[src/rtl/rx_sample_scheduler.sv]
// rx_sample_scheduler
//   Collects one I/Q sample per enabled receiver channel into a one-deep
//   buffer per channel. Once every enabled channel holds a pending sample,
//   it emits the set on a valid/ready stream in ascending channel order.
//   A strobe that lands on a still-pending sample overwrites it and is
//   counted as an overrun.
//
// Ports
//   clock, reset_n        system clock, asynchronous active-low reset
//   rx_enable[NRX]        channel enable mask, latched while idle
//   rx_strobe[NRX]        per-channel sample-valid pulse
//   rx_I/rx_Q[NRX*DW]     channel k sample in bits [k*DW +: DW]
//   out_valid/out_ready   output handshake
//   out_data[2*DW]        {I, Q} of the presented channel
//   out_chan[2]           index of the presented channel
//   out_last              presented channel is the last of the set
//   overrun, overrun_count  sticky flag and saturating overwrite count
//   overrun_clr           synchronous clear of the overrun status
module rx_sample_scheduler #(
    parameter int NRX = 2,
    parameter int DW  = 24
) (
    input  logic              clock,
    input  logic              reset_n,
    input  logic [NRX-1:0]    rx_enable,
    input  logic [NRX-1:0]    rx_strobe,
    input  logic [NRX*DW-1:0] rx_I,
    input  logic [NRX*DW-1:0] rx_Q,
    output logic              out_valid,
    input  logic              out_ready,
    output logic [2*DW-1:0]   out_data,
    output logic [1:0]        out_chan,
    output logic              out_last,
    output logic              overrun,
    output logic [15:0]       overrun_count,
    input  logic              overrun_clr
);

    typedef enum logic {IDLE = 1'b0, SEND = 1'b1} state_t;

    state_t                 state_q, state_d;
    logic [NRX-1:0]         mask_q;
    logic [NRX-1:0]         pending_q;
    logic [NRX-1:0][DW-1:0] buf_i_q, buf_q_q;

    logic [NRX-1:0]  strobe_acc, handoff_vec, overwrite_vec;
    logic            all_pending, handoff, launch, load_en, mask_load;
    logic [1:0]      first_chan, high_chan, next_chan, load_chan;
    logic [2*DW-1:0] load_data;
    logic [2:0]      overwrite_num;
    logic [16:0]     count_sum;

    // Strobes on channels outside the latched mask are dropped entirely.
    assign strobe_acc    = rx_strobe & mask_q;
    assign all_pending   = (mask_q != '0) && ((pending_q & mask_q) == mask_q);
    assign handoff       = (state_q == SEND) && out_valid && out_ready;
    assign launch        = (state_q == IDLE) && all_pending;
    assign overwrite_vec = strobe_acc & pending_q & ~handoff_vec;

    // The mask is frozen from the launch edge until the last handoff, so the
    // set in flight always uses the mask it was launched with. The final
    // handoff edge already picks up the new mask.
    assign mask_load = ((state_q == IDLE) && !launch) || (handoff && out_last);
    assign load_en   = launch || (handoff && !out_last);
    assign load_chan = launch ? first_chan : next_chan;

    // NOTE: every signal assigned in an always_comb gets a default first so
    // no path leaves it unassigned, which would otherwise infer a latch.
    always_comb begin : chan_search
        first_chan  = '0;
        high_chan   = '0;
        next_chan   = '0;
        handoff_vec = '0;
        for (int k = NRX - 1; k >= 0; k--) begin
            if (mask_q[k]) first_chan = 2'(k);
            if (mask_q[k] && (2'(k) > out_chan)) next_chan = 2'(k);
        end
        for (int k = 0; k < NRX; k++) begin
            if (mask_q[k]) high_chan = 2'(k);
            if (handoff && (out_chan == 2'(k))) handoff_vec[k] = 1'b1;
        end
    end

    // A strobe arriving on the very edge a channel is loaded into the output
    // register is forwarded, so the newest sample is always the one emitted.
    always_comb begin : load_mux
        load_data = '0;
        for (int k = 0; k < NRX; k++) begin
            if (load_chan == 2'(k)) begin
                load_data = strobe_acc[k] ? {rx_I[k*DW +: DW], rx_Q[k*DW +: DW]}
                                          : {buf_i_q[k], buf_q_q[k]};
            end
        end
    end

    always_comb begin : overwrite_sum
        overwrite_num = '0;
        for (int k = 0; k < NRX; k++) begin
            overwrite_num = overwrite_num + 3'(overwrite_vec[k]);
        end
        count_sum = {1'b0, overrun_count} + 17'(overwrite_num);
    end

    always_comb begin : fsm_next
        state_d = state_q;
        case (state_q)
            IDLE: if (launch) state_d = SEND;
            SEND: if (handoff && out_last) state_d = IDLE;
        endcase
    end

    // NOTE: sequential state uses non-blocking assignments so every register
    // samples pre-edge values regardless of statement order.
    always_ff @(posedge clock or negedge reset_n) begin : core_regs
        if (!reset_n) begin
            state_q   <= IDLE;
            mask_q    <= '0;
            pending_q <= '0;
            // NOTE: the sample buffers are small register arrays with a
            // defined reset value, so they are reset with everything else.
            buf_i_q   <= '0;
            buf_q_q   <= '0;
            out_valid <= 1'b0;
            out_data  <= '0;
            out_chan  <= '0;
            out_last  <= 1'b0;
        end else begin
            state_q   <= state_d;
            out_valid <= (state_d == SEND);
            if (mask_load) mask_q <= rx_enable;
            // A handoff clears pending unless a fresh strobe refills it;
            // channels dropped from the mask lose any stale pending bit.
            pending_q <= strobe_acc | (pending_q & mask_q & ~handoff_vec);
            for (int k = 0; k < NRX; k++) begin
                if (strobe_acc[k]) begin
                    buf_i_q[k] <= rx_I[k*DW +: DW];
                    buf_q_q[k] <= rx_Q[k*DW +: DW];
                end
            end
            if (load_en) begin
                out_data <= load_data;
                out_chan <= load_chan;
                out_last <= (load_chan == high_chan);
            end
        end
    end

    // Clear wins over a same-cycle overwrite.
    always_ff @(posedge clock or negedge reset_n) begin : overrun_regs
        if (!reset_n) begin
            overrun       <= 1'b0;
            overrun_count <= '0;
        end else if (overrun_clr) begin
            overrun       <= 1'b0;
            overrun_count <= '0;
        end else if (overwrite_vec != '0) begin
            overrun       <= 1'b1;
            overrun_count <= count_sum[16] ? 16'hFFFF : count_sum[15:0];
        end
    end

endmodule

[config.mk]
export PLATFORM = sky130hd
export DESIGN_NAME = rx_sample_scheduler
export DESIGN_NICKNAME = d
export VERILOG_FILES = /design/src/rtl/rx_sample_scheduler.sv
export SDC_FILE = /design/constraint.sdc
export NUM_CORES = 1
export LEC_CHECK = 0
export BUFFER_PORTS_ARGS = -buffer_cell sky130_fd_sc_hd__buf_2
export CORE_MARGIN = 2
export CORE_UTILIZATION = 56
export CTS_CLUSTER_DIAMETER = 40
export DETAILED_ROUTE_END_ITERATION = 16
export PLACE_DENSITY = 0.82
export SYNTH_ARGS = -nofsm -noshare
export SYNTH_HDL_FRONTEND = slang
export SYNTH_SLANG_ARGS = --single-unit
[constraint.sdc]
create_clock -name clock -period 4.4 [get_ports clock]
set_input_delay 0.88 -clock clock [delete_from_list [all_inputs] [get_ports clock]]
set_output_delay 0.88 -clock clock [all_outputs]
set_load 0.03 [all_outputs]
==> summary.txt <==
STA
  – Slew Limit Fails: 0
  – Fmax: 335 MHz
  – Period utilisation layout: 67.8%
  – Setup_tns: 0 ns
  – Clock Skew: 0.00574 ns
  – Slew HR: 17.0%
  – Final WS setup: 1.42 ns
  – Actual slew at the worst max-slew pin: 1.25 ns
  – Fin Hold WS: 0.483 ns
  – Minimum clock period: 2.98 ns
  – RSZ-0062 raised after global routing: false
  – Setup violators final: 0
  – Final Hold Viols: 0

Yosys
  – Post-synth EDFFs: 0
  – Post-Synthesis Cells: 627
  – Syn Nets: 733
  – Count leader, synth: dfrtp_1
  – Post-synthesis sequential area ratio: 55.5%
  – Synth warn: 0
  – Cell taking the most area after synthesis: dfrtp_1
  – Async set-reset flop share out of synthesis: 100%
  – Synth Cell Area: 0.00758 mm2
  – Top post-synthesis cells by count: dfrtp_1 (168), inv_1 (57), a31oi_1 (54)
  – Yosys reg bits: 168
  – Ys flop type: dfrtp_1
  – Mapped Avg Cell Area: 12.1 um2
  – Count of cell types in the netlist: 49
  – Main area contributors after synthesis: dfrtp_1 (55%), mux2_2 (7.4%), mux2i_1 (6.5%), a22o_1 (5.5%), a21o_1 (4.9%)
  – Synth top area share: 55.5%

Clock tree
  – CTS tree: built
  – CTS buffer count: 17
  – CTS H-Tree Depth: 4
  – Post-CTS setup buffers: 0
  – Clock root buffer: clkbuf_16
  – Hold-fix buffers, CTS: 0
  – Clock-pin transition on the worst setup and hold timing paths: 0.06 ns
  – CTS resizes: 0
  – Clk sinks: 168
  – Clk_lat worst skew: 0.42 ns
  – Clock buffer depth: 2

Critical path
  – R2R cell count: 8
  – Crit path cell chain: and3_1 -> and2_1 -> fa_1 -> ha_1 -> nand2_1 -> nor3_1 -> a41oi_1 -> a311oi_2
  – Setup crit end kind: flop
  – Slowest-stage cell, CP: dfrtp_4
  – Crit Path Max Fanout: 55
  – Critical setup path kind: flop to flop
  – Startpoint Class: flop
  – CP max stage delay: 0.82 ns
  – Worst path arrival time: 3.31 ns
  – Crit path required time: 4.73 ns

Detailed routing
  – Via count: 5673
  – Drt initial violations: 555
  – Final ANT Viol Nets: 0
  – First-pass detailed-route iteration total: 5
  – Vias per cell: 5.88
  – Wirelength per Cell: 18.5 um
  – Residual DRC: 0
  – WL final: 17.8 mm

Job
  – Max_cap viols: 0

Finish
  – Layout Cells excl Fill: 965
  – Layout cell share with drive strength beyond 1: 35.0%
  – Final core utilization: 68.5%
  – Area Overhead vs Synth: 19.7%
  – Post-layout instance area: 0.00907 mm2
  – Final nets: 881

Die
  – Initial Util: 57.2%
  – Die width: 120 um
  – Core ar.: 0.0132 mm2
  – Die ar.: 0.0145 mm2
  – FP Rows: 42
  – I/O pin count: 173
  – Die Ht: 120 um

GRT
  – Vias in the first global route: 5645
  – All-layer global routing usage: 25.1%
  – Initial antenna violation count: 1
  – Largest net degree at the start of global routing: 117
  – First-pass GRT wire length: 28.6 mm
  – GRT overflow: 0

Place
  – DP Area: 0.00849 mm2
  – Dpl cells: 932
  – Half-perimeter wire length after detailed placement: 11.5 mm
  – Setup slack at placement: 1.29 ns
  – Port bufs: 171
  – GPL Wtd Cong: 0.906

Outcome
  – Status: completed

Hold path
  – Hold Crit Class: flop to flop
  – Min-Delay Path Depth: 2

Power
  – Power, Total: 7.30 mW
  – Leak: 4.71 nW
  – Maximum vdd drop: 449 uV
  – Pwr per Cell Area: 805 mW/mm2
## power by group
part           leakage [nW]  internal (mW)  switching (mW)
combinational          2.38           1.30            1.88
clock                 0.284          0.878           0.584
sequential             2.04           2.27           0.388
## critical path: cells and delay by family (launching register included)
family	cells	cell delay, ns
AO/OA/AOI/OAI	2	0.48
adder cells (fa/ha/maj)	2	0.45
flip-flops	1	0.82
AND/OR/NAND/NOR	4	1.13
## sequential cells by signal, indices dropped and copies added, names as in the netlist
register,count
buf_i_q,48
buf_q_q,48
out_data,48
overrun_count,16
mask_q,2
pending_q,2
out_chan,1
out_last,1
overrun,1
state_q,1
## cell type report
| type | count | area [um2] |
|---|---|---|
| antenna | 1 | 2.50 |
| tap | 176 | 220 |
| clock inverter | 8 | 96.3 |
| inverter | 57 | 214 |
| sequential | 168 | 4210 |
| multi-input combinational | 352 | 2930 |
| clock buffer | 24 | 482 |
| timing repair buffer | 179 | 922 |
| fill | 1007 | 4170 |
## logic make-up after synthesis
| group | synth area share [%] |
|---|---|
| AOI/OAI and AO/OA | 19.4 |
| adders and majority gates | 0.429 |
| buffers and inverters | 6.19 |
| DFF | 55.5 |
| muxes | 13.9 |
| other | 0.0495 |
| and+or+nand+nor | 4.54 |
## path summary, 6_finish.rpt
path	startpoint	end	slack, ns
setup / recovery	mask_q[1]	overrun_count[14]	1.42
hold / removal	buf_q_q[28]	buf_q_q[28]	0.48
setup reg to reg	mask_q[1]	overrun_count[14]	1.42
hold reg to reg	buf_q_q[28]	buf_q_q[28]	0.48
max in group asynchronous	reset_n	out_data[37]	2.82
min in group asynchronous	reset_n	overrun_count[10]	0.58
## routing by layer
metal,up-vias,global-route usage (%),part of all wire [%]
met1,2845,34.1,43
met2,209,39.0,48
met4,0,9.45,2.5
li1,2583,-,-
met5,-,0,0
met3,36,6.93,6.7
## cells in the final DEF (no fill, tap or decap), drive strengths merged, types with 2 or more instances in the layout
cell type / count
a21oi: 3
buf: 179
clkbuf: 24
nand2: 14
clkinv: 5
nor2: 15
a21o: 49
and3b: 3
mux2: 50
a311oi: 2
o211ai: 3
a221oi: 3
and2: 2
dfrtp: 168
a22o: 48
or3: 2
inv: 57
nand4: 5
nor2b: 2
mux2i: 49
a41oi: 6
a31oi: 54
o21ai: 2
bufinv: 2
nand3: 5
nor3: 5
and3: 2
a211oi: 10
nor4: 5
Power figures use the tool's default switching activity.
